[config.mk]
export PLATFORM = sky130hd
export DESIGN_NAME = uart_tx_streamer_flat
export DESIGN_NICKNAME = d
export VERILOG_FILES = /design/src/rtl/uart_tx_streamer_if.sv /design/src/rtl/uart_tx_streamer.sv /design/src/flat_wrapper.sv
export SDC_FILE = /design/constraint.sdc
export NUM_CORES = 1
export LEC_CHECK = 0
export BUFFER_PORTS_ARGS = -buffer_cell sky130_fd_sc_hd__buf_4
export CAP_MARGIN = 40
export CORE_MARGIN = 1.5
export CORE_UTILIZATION = 49
export DETAILED_ROUTE_END_ITERATION = 10
export PLACE_DENSITY = 0.75
export SLEW_MARGIN = 15
export SYNTH_ARGS = -nofsm -noshare
export SYNTH_HDL_FRONTEND = slang
export SYNTH_SLANG_ARGS = --single-unit
[constraint.sdc]
create_clock -name clk -period 1.6 [get_ports clk]
set_input_delay 0.16 -clock clk [delete_from_list [all_inputs] [get_ports clk]]
set_output_delay 0.16 -clock clk [all_outputs]
set_load 0.05 [all_outputs]
[src/rtl/uart_tx_streamer_if.sv]
// Bus bundle between the byte streamer, the buffer RAM read port and the UART transmit side.
// The streamer connects through the slave modport. The environment connects through the master modport.
interface uart_tx_streamer_if #(
  parameter int unsigned ADDR_W = 9
);
  logic              start;
  logic [ADDR_W-1:0] base_addr;
  logic [ADDR_W:0]   len;
  logic [ADDR_W-1:0] ram_addr;
  logic [7:0]        ram_rdata;
  logic [7:0]        tx_byte;
  logic              transmit;
  logic              tx_busy;
  logic              busy;
  logic              done;
  logic              err;

  modport slave (
    input  start, base_addr, len, ram_rdata, tx_busy,
    output ram_addr, tx_byte, transmit, busy, done, err
  );

  modport master (
    output start, base_addr, len, ram_rdata, tx_busy,
    input  ram_addr, tx_byte, transmit, busy, done, err
  );
endinterface

[src/rtl/uart_tx_streamer.sv]
// Streams LEN bytes from buf_ram (starting at BASE_ADDR) into the UART, one transmit handshake per byte.
// Optional macro STREAMER_CHECKSUM_EN appends an XOR-of-data trailer byte to every stream.
module uart_tx_streamer #(
  parameter int unsigned ADDR_W       = 9,
  parameter int unsigned GAP_CYCLES   = 0,
  parameter int unsigned BUSY_TIMEOUT = 8
) (
  input  logic                clk,
  input  logic                rst,
  uart_tx_streamer_if.slave   bus_io
);

  localparam int unsigned CNT_W = ADDR_W + 1;
  localparam int unsigned TMR_W = 8;
  localparam logic [TMR_W-1:0] TMO_LAST = TMR_W'(BUSY_TIMEOUT - 1);
  localparam logic [TMR_W-1:0] GAP_LAST = TMR_W'(GAP_CYCLES - 1);
  localparam bit               HAS_GAP  = (GAP_CYCLES != 0);

  typedef enum logic [2:0] {
    IDLE, RD, LOAD, SEND, WBUSY, WDONE, GAP, FIN
  } state_e;

  state_e            state_q, state_d;
  logic [ADDR_W-1:0] ram_addr_q, ram_addr_d;
  logic [CNT_W-1:0]  cnt_q, cnt_d;
  logic [7:0]        tx_byte_q, tx_byte_d;
  logic [TMR_W-1:0]  tmo_q, tmo_d;
  logic [TMR_W-1:0]  gap_q, gap_d;
  logic              transmit_q, transmit_d;
  logic              busy_q, busy_d;
  logic              done_q, done_d;
  logic              err_q, err_d;
  logic              byte_done_c;
  logic              next_byte_c;
`ifdef STREAMER_CHECKSUM_EN
  logic [7:0]        csum_q, csum_d;
  logic              trl_q, trl_d;
`endif

  // Sequencer: state plus all registered outputs.
  always_ff @(posedge clk or posedge rst) begin
    if (rst) begin
      state_q    <= IDLE;
      ram_addr_q <= '0;
      cnt_q      <= '0;
      tx_byte_q  <= '0;
      tmo_q      <= '0;
      gap_q      <= '0;
      transmit_q <= 1'b0;
      busy_q     <= 1'b0;
      done_q     <= 1'b0;
      err_q      <= 1'b0;
`ifdef STREAMER_CHECKSUM_EN
      csum_q     <= '0;
      trl_q      <= 1'b0;
`endif
    end else begin
      state_q    <= state_d;
      ram_addr_q <= ram_addr_d;
      cnt_q      <= cnt_d;
      tx_byte_q  <= tx_byte_d;
      tmo_q      <= tmo_d;
      gap_q      <= gap_d;
      transmit_q <= transmit_d;
      busy_q     <= busy_d;
      done_q     <= done_d;
      err_q      <= err_d;
`ifdef STREAMER_CHECKSUM_EN
      csum_q     <= csum_d;
      trl_q      <= trl_d;
`endif
    end
  end

  always_comb begin
    state_d     = state_q;
    ram_addr_d  = ram_addr_q;
    cnt_d       = cnt_q;
    tx_byte_d   = tx_byte_q;
    tmo_d       = tmo_q;
    gap_d       = gap_q;
    transmit_d  = 1'b0;
    busy_d      = busy_q;
    done_d      = 1'b0;
    err_d       = err_q;
    byte_done_c = 1'b0;
    next_byte_c = 1'b0;
`ifdef STREAMER_CHECKSUM_EN
    csum_d      = csum_q;
    trl_d       = trl_q;
`endif

    case (state_q)
      IDLE: begin
        if (bus_io.start) begin
          ram_addr_d = bus_io.base_addr;
          cnt_d      = bus_io.len;
          err_d      = 1'b0;
          busy_d     = 1'b1;
`ifdef STREAMER_CHECKSUM_EN
          csum_d     = '0;
          trl_d      = (bus_io.len == '0);
          state_d    = (bus_io.len == '0) ? LOAD : RD;
`else
          state_d    = (bus_io.len == '0) ? FIN : RD;
`endif
        end
      end
      RD: state_d = LOAD;
      LOAD: begin
        // transmit is registered, so raising it here makes it high exactly during SEND
        tx_byte_d  = bus_io.ram_rdata;
`ifdef STREAMER_CHECKSUM_EN
        if (trl_q) tx_byte_d = csum_q;
        else       csum_d    = csum_q ^ bus_io.ram_rdata;
`endif
        transmit_d = 1'b1;
        state_d    = SEND;
      end
      SEND: begin
`ifdef STREAMER_CHECKSUM_EN
        if (!trl_q) begin
          ram_addr_d = ram_addr_q + ADDR_W'(1);
          cnt_d      = cnt_q - CNT_W'(1);
        end
`else
        ram_addr_d = ram_addr_q + ADDR_W'(1);
        cnt_d      = cnt_q - CNT_W'(1);
`endif
        tmo_d   = '0;
        state_d = WBUSY;
      end
      WBUSY: begin
        if (bus_io.tx_busy) begin
          state_d = WDONE;
        end else if (tmo_q == TMO_LAST) begin
          err_d       = 1'b1;
          byte_done_c = 1'b1;
        end else begin
          tmo_d = tmo_q + TMR_W'(1);
        end
      end
      WDONE: begin
        if (!bus_io.tx_busy) byte_done_c = 1'b1;
      end
      GAP: begin
        if (gap_q == GAP_LAST) next_byte_c = 1'b1;
        else                   gap_d = gap_q + TMR_W'(1);
      end
      FIN: begin
        done_d  = 1'b1;
        busy_d  = 1'b0;
        state_d = IDLE;
      end
      default: state_d = IDLE;
    endcase

    if (byte_done_c) begin
      if (HAS_GAP) begin
        gap_d   = '0;
        state_d = GAP;
      end else begin
        next_byte_c = 1'b1;
      end
    end

    // Route to the next data byte, the optional trailer, or the end of the stream.
    if (next_byte_c) begin
      if (cnt_q != '0) begin
        state_d = RD;
      end else begin
`ifdef STREAMER_CHECKSUM_EN
        if (!trl_q) begin
          trl_d   = 1'b1;
          state_d = LOAD;
        end else begin
          state_d = FIN;
        end
`else
        state_d = FIN;
`endif
      end
    end
  end

  assign bus_io.ram_addr = ram_addr_q;
  assign bus_io.tx_byte  = tx_byte_q;
  assign bus_io.transmit = transmit_q;
  assign bus_io.busy     = busy_q;
  assign bus_io.done     = done_q;
  assign bus_io.err      = err_q;

endmodule

[src/flat_wrapper.sv]
// flat-port wrapper written by rule: the top's interface ports become plain ports
module uart_tx_streamer_flat 
#(
  parameter int unsigned ADDR_W       = 9,
  parameter int unsigned GAP_CYCLES   = 0,
  parameter int unsigned BUSY_TIMEOUT = 8
)
  (clk, rst, bus_io_start, bus_io_base_addr, bus_io_len, bus_io_ram_rdata, bus_io_tx_busy, bus_io_ram_addr, bus_io_tx_byte, bus_io_transmit, bus_io_busy, bus_io_done, bus_io_err);
  uart_tx_streamer_if #(.ADDR_W(ADDR_W)) bus_io_i ();
  input  logic clk;
  input  logic rst;
  input wire logic [$bits(bus_io_i.start)-1:0] bus_io_start;
  input wire logic [$bits(bus_io_i.base_addr)-1:0] bus_io_base_addr;
  input wire logic [$bits(bus_io_i.len)-1:0] bus_io_len;
  input wire logic [$bits(bus_io_i.ram_rdata)-1:0] bus_io_ram_rdata;
  input wire logic [$bits(bus_io_i.tx_busy)-1:0] bus_io_tx_busy;
  output wire logic [$bits(bus_io_i.ram_addr)-1:0] bus_io_ram_addr;
  output wire logic [$bits(bus_io_i.tx_byte)-1:0] bus_io_tx_byte;
  output wire logic [$bits(bus_io_i.transmit)-1:0] bus_io_transmit;
  output wire logic [$bits(bus_io_i.busy)-1:0] bus_io_busy;
  output wire logic [$bits(bus_io_i.done)-1:0] bus_io_done;
  output wire logic [$bits(bus_io_i.err)-1:0] bus_io_err;
  assign bus_io_i.start = bus_io_start;
  assign bus_io_i.base_addr = bus_io_base_addr;
  assign bus_io_i.len = bus_io_len;
  assign bus_io_i.ram_rdata = bus_io_ram_rdata;
  assign bus_io_i.tx_busy = bus_io_tx_busy;
  assign bus_io_ram_addr = bus_io_i.ram_addr;
  assign bus_io_tx_byte = bus_io_i.tx_byte;
  assign bus_io_transmit = bus_io_i.transmit;
  assign bus_io_busy = bus_io_i.busy;
  assign bus_io_done = bus_io_i.done;
  assign bus_io_err = bus_io_i.err;
  uart_tx_streamer #(.ADDR_W(ADDR_W), .GAP_CYCLES(GAP_CYCLES), .BUSY_TIMEOUT(BUSY_TIMEOUT)) u_core (.clk(clk), .rst(rst), .bus_io(bus_io_i));
endmodule
==> results.toml <==
[status]
status = "complete, but fails checks"
violations = "setup timing"

[cells_and_area]
area_growth_pct = 31.28
fin_util_pct = 66.83
final_area_mm2 = 0.003413
multi_input_area_mm2 = 0.001309
drive_gt1_share_pct = 36.42
layout.area.seq_mm2 = 0.001254
fin_cells = 416
diodes = 0
layout.nets = 380
nFillCells = 414

[pwr]
total_power_mw = 6.299
p_comb_share_pct = 52.8
power_switching_mw = 2.843
power.leakage_nw = 1.529
intPower_mw = 3.456
peakVddDrop_mv = 1.143
p_sw_share_pct = 45.13
share_seq_of_total_power_pct = 35.3
clkPwrFrac_pct = 11.8
power.density_mw_per_mm2 = 1846

[synthesis]
synthFlopType = "dfrtp_1"
synth_top_area_cell = "dfrtp_1"
synthCells = 263
syn-num-nets = 298
yosysWarnings = 0
avgSynthCellArea_um2 = 9.886
netlist_area_mm2 = 0.002600
yosysUniqueCellTypes = 53
async_flop_share_pct = 100.0
yosys-top-cells-area = "dfrtp_1 (48%), nor2_1 (4.8%), mux2_2 (3.9%)"
synth-edff-count = 0
post-synth-top-count-cell = "dfrtp_1"
yosysSeqAreaShare_pct = 48.12
synth_top_area_share_pct = 48.12
synthTopCellsByCount = "dfrtp_1 (50), nor2_1 (33), nand2_1 (24), a21oi_1 (15), nand3_1 (12)"
ys_ff_latch = 50

[routing]
viasPerCell = 5.534
dr_total_vias = 2302
drc_errors = 0
post_drt_wl_per_cell_um = 13.85
drt_iter0_markers = 142
drt_first_pass_iters = 4
postRouteAntennaNets = 0
totalWireLength_mm = 5.762

[timing]
relSlewSlack_pct = 80.52
tns_ns = -0.04261
report.final.setup_viol = 2
fin_ws_ns = -0.03229
hold_ws_ns = 0.07987
fin_crit_ns = 1.632
rsz0062_at_grt = "true"
finalMaxSlewViolations = 0
post-route-period-util_pct = 102.0
fmax_mhz = 612.6
fin_worst_skew_ns = 0.006110
worstMarginPinSlew_ns = 0.2895
finalHoldViolCount = 0

[clock_tree]
clock_path_buffers = 2
clk_latency_ns = 0.30
cts_tree = "done"
cts.sinks = 50
path_clk_slew_ns = 0.09
cts_buffers = 5
cts-root-buf = "clkbuf_8"
h-tree-depth = 2

[global_route]
busiest_layer = "met2"
met1_usage_pct = 27.77
overflow = 0
grt_first_pass_wirelength_mm = 9.252
grt_antenna_before_repair = 0
grtUsageMet2_pct = 34.98
grt_pass1_vias = 2163
grt_util_met3_pct = 4.894
grt_max_degree = 51
grt_util_all_layers_pct = 21.02

[setup_path]
critPathCaptureType = "flip-flop"
crit_fanout = 3
reg2reg_depth = 7
criticalPathCategory = "reg -> reg"
start_kind = "flip-flop"
r2r-end = "u_core.state_q[1]"
cp.required_ns = 1.79
ff2ff_setup_slack_ns = -0.03
r2r_start = "u_core.tmo_q[0]"
worstPathArrival_ns = 1.82

[placed_design]
dp_cells = 406
dpl_cell_area_mm2 = 0.003259
place_ws_ns = -0.03321
routabilityCongestion = 0.8293
io_buffers = 51
dp_hpwl_mm = 4.272

[die]
coreArea_mm2 = 0.005107
die_w_um = 75.85
rows = 26
initial_core_util_pct = 50.91
die_h_um = 75.85
die_area_mm2 = 0.005752
ios = 52

[flow_run]
maxCapViolCount = 0

[hold_path]
worstHoldPathType = "in -> reg"
holdPathStages = 3
hold-path-endpoint = "u_core.cnt_q[3]"
min-delay-start = "bus_io_len[3]"
==> worst max path at each step <==
stage	end	startpoint	depth (start not counted)
detailed placement	u_core.state_q[2]	u_core.tmo_q[1]	6
global placement	u_core.tmo_q[3]	u_core.state_q[0]	5
global route	u_core.state_q[2]	u_core.tmo_q[6]	5
CTS	u_core.state_q[2]	u_core.tmo_q[0]	6
finish	u_core.state_q[1]	u_core.tmo_q[0]	7
floorplan	u_core.state_q[2]	u_core.tmo_q[0]	6
==> cells by family (layout without fill, tap and decap cells) <==
family | count (synthesis) | count (layout) | synth area share, %
AOI/OAI and AO/OA | 61 | 61 | 16.03
DFF | 50 | 50 | 48.12
muxes | 11 | 11 | 4.764
buffers and inverters | 16 | 99 | 3.176
and+or+nand+nor | 110 | 110 | 22.28
adders and majority gates | 4 | 4 | 1.925
xor gates and xnor gates | 11 | 11 | 3.706
==> cells in the final DEF (no fill, tap or decap), types with 3 or more instances in the layout <==
master	n
xnor2_1	3
nand3_1	12
nand2b_1	4
ha_1	4
mux2_2	9
inv_1	6
nor2_1	33
o21ai_1	8
a311oi_1	3
dfrtp_1	48
and3_1	3
xor2_1	8
nand4_1	5
o21ai_0	7
nand2_1	23
a211oi_1	5
a21oi_1	14
clkbuf_8	6
nor3_1	7
buf_4	82
==> critical path: stages (launching register included) <==
cell	delay, ns
dfrtp_1	0.39
ha_1	0.21
and3b_2	0.25
buf_4	0.14
a21boi_0	0.19
a21oi_1	0.08
nor3b_2	0.19
nor3_1	0.06
==> power by group through the flow <==
stage | Sequential, mW | Clock (mW) | Combinational [mW]
final | 2.23 | 0.744 | 3.33
after global routing | 2.30 | 0.821 | 3.62
after CTS | 2.21 | 0.772 | 3.29
after detailed placement | 2.23 | 0 | 3.26
after global placement | 2.21 | 0 | 3.20
after floorplan | 2.97 | 0 | 1.45
==> per-layer routing <==
metal / part of all wire (%) / up-vias
met3: 6.6 / 6
li1: - / 1122
met4: 0.76 / 0
met1: 44 / 1089
met2: 49 / 85
met5: 0 / -
==> timing repair <==
item | 4_1_cts | 5_1_grt
resized for setup | 2 | 10
hold buffers | 1 | 0
buffers inserted | 1 | 0
endpoints found under the hold margin | 50 | 0
endpoints found under the setup margin | 6 | 21
pin swaps | 0 | 4
==> registers in the layout (all words and copies together) (netlist names) <==
register,count
u_core.cnt_q,10
u_core.bus_io.ram_addr,9
u_core.bus_io.tx_byte,8
u_core.gap_q,8
u_core.tmo_q,8
u_core.state_q,3
u_core.bus_io.busy,1
u_core.bus_io.done,1
u_core.bus_io.err,1
u_core.bus_io.transmit,1
==> layout make-up <==
type | count | share of cell area (%)
clock buffer | 7 | 2.529
clock inverter | 1 | 0.1466
inverter | 7 | 0.7698
multi-input combinational | 197 | 38.34
sequential | 50 | 36.73
tap | 70 | 2.566
timing repair buffer | 84 | 18.91
Power figures use the tool's default switching activity.
